### src/rtl/cntr_updn_mod_nb.sv
// cntr_updn_mod_nb: n-bit up/down counter, runtime modulus, load, wrap/saturate, rco and tc
// Optional prescaler on the count enable when CNTR_PRESCALE_EN is defined.
module cntr_updn_mod_nb #(
  parameter int n = 8,
  parameter bit SAT = 1'b0,
  parameter int PS_DIV = 4
) (
  input  logic         clk,
  input  logic         clr,
  input  logic         ld,
  input  logic [n-1:0] D,
  input  logic         en,
  input  logic         dir,
  input  logic [n-1:0] max,
  output logic [n-1:0] count,
  output logic         rco,
  output logic         tc
);
  logic tick, step, term;
  logic [n-1:0] nxt;
`ifdef CNTR_PRESCALE_EN
  localparam int PW = PS_DIV > 1 ? $clog2(PS_DIV) : 1;
  localparam logic [PW-1:0] PS_LAST = PW'(PS_DIV - 1);
  logic [PW-1:0] ps;
  assign tick = ps == PS_LAST;
  always_ff @(posedge clk or posedge clr)
    if (clr) ps <= '0;
    else if (ld) ps <= '0;
    else if (en) ps <= tick ? '0 : ps + 1'b1;
`else
  // PS_DIV is always >= 1, so this is a constant 1
  assign tick = PS_DIV >= 1;
`endif
  assign step = en & tick;
  assign term = dir ? count >= max : count == '0;
  assign rco = step & term;
  // Terminal goes to 0 when wrapping up or saturating down, otherwise to max
  always_comb nxt = term ? ((dir ^ SAT) ? '0 : max) : dir ? count + 1'b1 : count > max ? max : count - 1'b1;
  always_ff @(posedge clk or posedge clr)
    if (clr) begin
      count <= '0;
      tc <= 1'b0;
    end else if (ld) begin
      count <= D > max ? max : D;
      tc <= 1'b0;
    end else begin
      if (step) count <= nxt;
      tc <= rco;
    end
endmodule
### config.mk
export PLATFORM = sky130hd
export DESIGN_NAME = cntr_updn_mod_nb
export DESIGN_NICKNAME = d
export VERILOG_FILES = /design/src/rtl/cntr_updn_mod_nb.sv
export SDC_FILE = /design/constraint.sdc
export NUM_CORES = 1
export LEC_CHECK = 0
export BUFFER_PORTS_ARGS = -buffer_cell sky130_fd_sc_hd__buf_4
export CAP_MARGIN = 20
export CELL_PAD_IN_SITES_DETAIL_PLACEMENT = 1
export CELL_PAD_IN_SITES_GLOBAL_PLACEMENT = 2
export CORE_ASPECT_RATIO = 1.2
export CORE_MARGIN = 3
export CORE_UTILIZATION = 31
export DETAILED_ROUTE_END_ITERATION = 16
export PLACE_DENSITY = 0.9
export SLEW_MARGIN = 10
export SYNTH_ARGS = -nofsm -noshare
export SYNTH_HDL_FRONTEND = slang
export SYNTH_SLANG_ARGS = --single-unit
### constraint.sdc
create_clock -name clk -period 2.5 [get_ports clk]
set_input_delay 0 -clock clk [delete_from_list [all_inputs] [get_ports clk]]
set_output_delay 0 -clock clk [all_outputs]
set_load 0.02 [all_outputs]
Word level (Yosys, flattened, before mapping)

Index checks and enable logic that the tools add are counted.

Mux-type cells: 9
$add $sub $neg: 2
Bitwise gates (word level): 1
Reduce and logical (&&, ||, !) cells: 2
Magnitude comparators: 3

Operators with widths:

| kind                | number |
|---|---|
| $mux 8              | 7 |
| $gt 8x8->1          | 2 |
| $add 8x1->8 const B | 1 |
| $ge 8x8->1          | 1 |
| $logic_not 8->1     | 1 |
| $sub 8x1->8 const B | 1 |
| $mux 1              | 2 |
| $reduce_bool 2->1   | 1 |
| $and 1x1->1         | 1 |

Input bits: 21
Output and inout port bits: 10
Register bits after elaboration: 9
Logic and storage cells: 19

Logic depth before layout (Yosys ltp)

Depth in word-level cells: 6
Gate-level depth with buffers: 9
Gate-level depth less buffers: 8

Worst setup path after synthesis

No wires, ideal clock.

Path type: reg2reg
Start point: register count[0]
End point: register count[3]
Setup time: 0.133 ns
Cell stages (with the launch flop): 9
Required time: 2.367 ns
Data arrival time: 2.187 ns
Path buffers: 0
Slack: 0.180 ns
Period minus slack after synthesis: 2.320 ns
Cells stage by stage: dfrtp_1 > inv_1 > ha_1 > nor2b_1 > o211ai_1 > a311oi_1 > o22ai_1 > a32oi_1 > o211ai_1

Word-level cells in the longest chain between the ends: 6
Elaborated cells between the ends (all ways): 11
Those cells by class: add/sub (2); order compare (2); mux (6); reduce/logical (1)

RTL lines:

| element                                          | line | source |
|---|---|---|
| start: declaration                               | 15   | `output logic [n-1:0] count,` |
| start signal: assignment                         | 44   | `count <= D > max ? max : D;` |
| start signal: assignment                         | 47   | `if (step) count <= nxt;` |
| $sub 8x1->8 / $gt 8x8->1 (equally long branches) | 38   | `always_comb nxt = term ? ((dir ^ SAT) ? '0 : max) : dir ? count + 1'b1 : count > max ? max : count - 1'b1;` |
| $mux 8 (2 in series)                             | 38   |  |
| $mux 8 (*)                                       | 38   |  |
| $mux 8 (*)                                       | 47   |  |
| $mux 8 (*)                                       | 43   | `end else if (ld) begin` |

Mark *: on every way between the ends. The rest lies on a longest branch, timed or not. The select of a mux whose other input is x is not followed.
A chain may end at the register's enable or synchronous reset.

Worst setup path in the final report

Start point: register count[4]
End point: register count[7]

The elaborated chain is that of the path after synthesis.

==> results.ini <==
[status]
status=completed

[clock_tree]
clkTransAtPathRegs_ns=0.05
clkSinkCount=9
clk_latency_ns=0.24
cts_tree=done
numCtsBuffers=3
cts_max_path_buffers=2
cts_root_buffer=clkbuf_8
cts-htree-levels=1

[worst_setup_path]
end_kind=register
r2r_slack_ns=0.16
path_class=register to register
crit_required_ns=2.64
crit_chain=ha_1 -> and4_1 -> nand2b_1 -> and2_1 -> a311oi_1 -> o31ai_1 -> a211oi_1
critPathTopFamily=simple AND/OR/NAND/NOR gates
cp_max_fo=9
startpoint_type=register
rr_worst_depth=7
critPathBufInv=0
timing.rr.end=count[7]$_DFFE_PP0P_
cpMaxStageDelayCell=dfrtp_1
critPathMaxStageDelay_ns=0.50
arrival_ns=2.49
rr_startpoint=count[4]$_DFFE_PP0P_

[synth]
synth_edf_count=0
synth_area_leaders=ha_1 (17%), dfrtp_1 (16%), mux2i_1 (5.0%)
ys_ff_latch=9
synthTopCellsByCount=ha_1 (19), inv_1 (18), nor2_1 (14)
syn_area_per_cell_sq_um=7.98
synth_top_area_cell=ha_1
syn_nets=214
syn-instance-count=174
synth.top_cell.area_share=0.171
yosysWarnings=0
postSynth.asyncResetShare=1.00
synth-main-ff-cell=dfrtp_1
synth_cell_types=48
synth_area_sq_um=1390
yosysMostFrequentCell=ha_1
ys_seq_area_frac=0.162

[routing]
routed_via_density=5.65
dr.pass1.iters=4
drc=0
drt_iter0_drc=46
vias=1508
ant_nets=0
drt-wirelength-per-cell_microns=17.9
wl_mm=4.77

[hold_path]
min_path_type=input pin to register
hold_end=count[3]$_DFFE_PP0P_
min_delay_path_depth=3
hold_path_startpoint=max[3]

[global_routing]
grt_pass1_vias=1586
grt_first_pass_wirelength_mm=7.90
grt_overflow=0
grt_max_degree=14
antenna_found_initial=0
grt_usage=0.198

[layout]
antenna_cells=0
fin_area_sq_um=1780
drive_gt1_frac=0.242
area.growth.synth_to_final_pct=28.3
fin_nets=252

[floorplanning]
start_util=0.323
num_rows=26
die_area_sq_um=5320
die_h_microns=79.3
die_width_microns=67.1
core_sq_um=4290
io_pins=31

[pwr]
p_per_area_nw_per_um2=561
cellLeakagePower_nw=0.809
vdd_drop_max_v=0.000246
finalPower_mw=1.00

[placed_design]
portBuffers=30
gp_congestion=0.883
pre_cts_ws_ns=0.153
post-dp-hpwl_mm=3.99
placed_area_sq_um=1720

[sta]
setup_slack_ns=0.156
fin_tns_setup_ns=0
rsz0062_at_grt=no
finalClockSkew_ns=0.00992
fin_crit_ns=2.34
worst-slew-pin-transition_ns=0.514
finalSetupViolCount=0
slew_headroom=0.657
final-max-slew-violation-count=0
finalHoldViolations=0
whs_ns=0.0367
fmax_mhz=427
fin_crit_sh=0.938

[run]
max-cap-violations=0

[area by class of cell]
class	instances	area [sq um]
multi-input combinational	139	1060
timing repair buffer	41	310
tap	56	70.1
inverter	18	67.6
clock buffer	4	45.0
fill	554	2510
sequential	9	225
[through the flow]
| stage | util | cells |
|---|---|---|
| after global placement | 0.401 | 262 |
| after floorplan | - | 174 |
| after detailed placement | 0.401 | 262 |
| after global routing | 0.415 | 267 |
| final | 0.415 | 267 |
| after CTS | 0.413 | 267 |
[timing repair]
action	4_1_cts	5_1_grt
hold endpoints to repair	9	0
hold buffers	1	0
setup endpoints to repair	0	1
gates resized for setup	0	1
buffers inserted	0	0
[worst reg2reg max path, cell delays in order (launching register included)]
cell and delay [ns]:
dfrtp_1 0.50, ha_1 0.36, and4_1 0.29, nand2b_1 0.21, and2_1 0.22, a311oi_1 0.27, o31ai_1 0.13, a211oi_1 0.26
[layout by cell type (no fill, tap or decap), drive strengths merged, types with 2 or more instances in the layout]
| cell type | n |
|---|---|
| a31oi | 4 |
| nor2 | 15 |
| nor2b | 5 |
| nand3 | 10 |
| o32ai | 2 |
| nand4 | 4 |
| xor2 | 3 |
| o22ai | 2 |
| inv | 18 |
| nand2 | 7 |
| buf | 40 |
| a32oi | 4 |
| mux2i | 7 |
| clkbuf | 4 |
| o21ai | 5 |
| or4 | 2 |
| a21oi | 7 |
| xnor2 | 6 |
| dfrtp | 9 |
| nor3 | 2 |
| a311oi | 3 |
| nor4 | 4 |
| a211oi | 4 |
| a21o | 2 |
| o211ai | 3 |
| ha | 19 |
| a221oi | 4 |
[cell families after synthesis]
| family | after synthesis | share of synthesized area |
|---|---|---|
| and+or+nand+nor | 56 | 0.227 |
| AOI/OAI and AO/OA | 48 | 0.256 |
| buffers and inverters | 26 | 0.0766 |
| adders and majority gates | 19 | 0.171 |
| xor gates and xnor gates | 9 | 0.0568 |
| DFF | 9 | 0.162 |
| muxes | 7 | 0.0505 |
[sequential cells by signal, indices dropped and copies added, names as in the netlist]
name   flops
count      8
tc         1
[where the power goes]
part | switching (mW) | internal [mW] | leakage (nW)
logic | 0.351 | 0.262 | 0.678
registers | 0.0331 | 0.174 | 0.108
clock network | 0.0674 | 0.112 | 0.0228
[worst max path at each step]
stage                                     from                   end  slack, ns  cells past startpoint
after global routing      count[4]$_DFFE_PP0P_  count[7]$_DFFE_PP0P_       0.02                      7
after CTS                 count[1]$_DFFE_PP0P_  count[7]$_DFFE_PP0P_       0.16                      8
final                     count[4]$_DFFE_PP0P_  count[7]$_DFFE_PP0P_       0.16                      7
after floorplan           count[0]$_DFFE_PP0P_  count[3]$_DFFE_PP0P_       0.18                      8
after detailed placement  count[1]$_DFFE_PP0P_  count[7]$_DFFE_PP0P_       0.15                      8
after global placement    count[1]$_DFFE_PP0P_  count[2]$_DFFE_PP0P_       0.29                      9
[routing by layer]
layer | global-route usage | up-vias | share of wire | routed length, microns
met2 | 0.350 | 26 | 0.54 | 2560
met4 | 0.0811 | 0 | 0.020 | 94
met1 | 0.243 | 741 | 0.43 | 2030
li1 | - | 735 | - | -
met5 | 0 | - | 0 | 0
met3 | 0.00990 | 6 | 0.017 | 83
No activity file was read; power rests on OpenSTA's default activity.
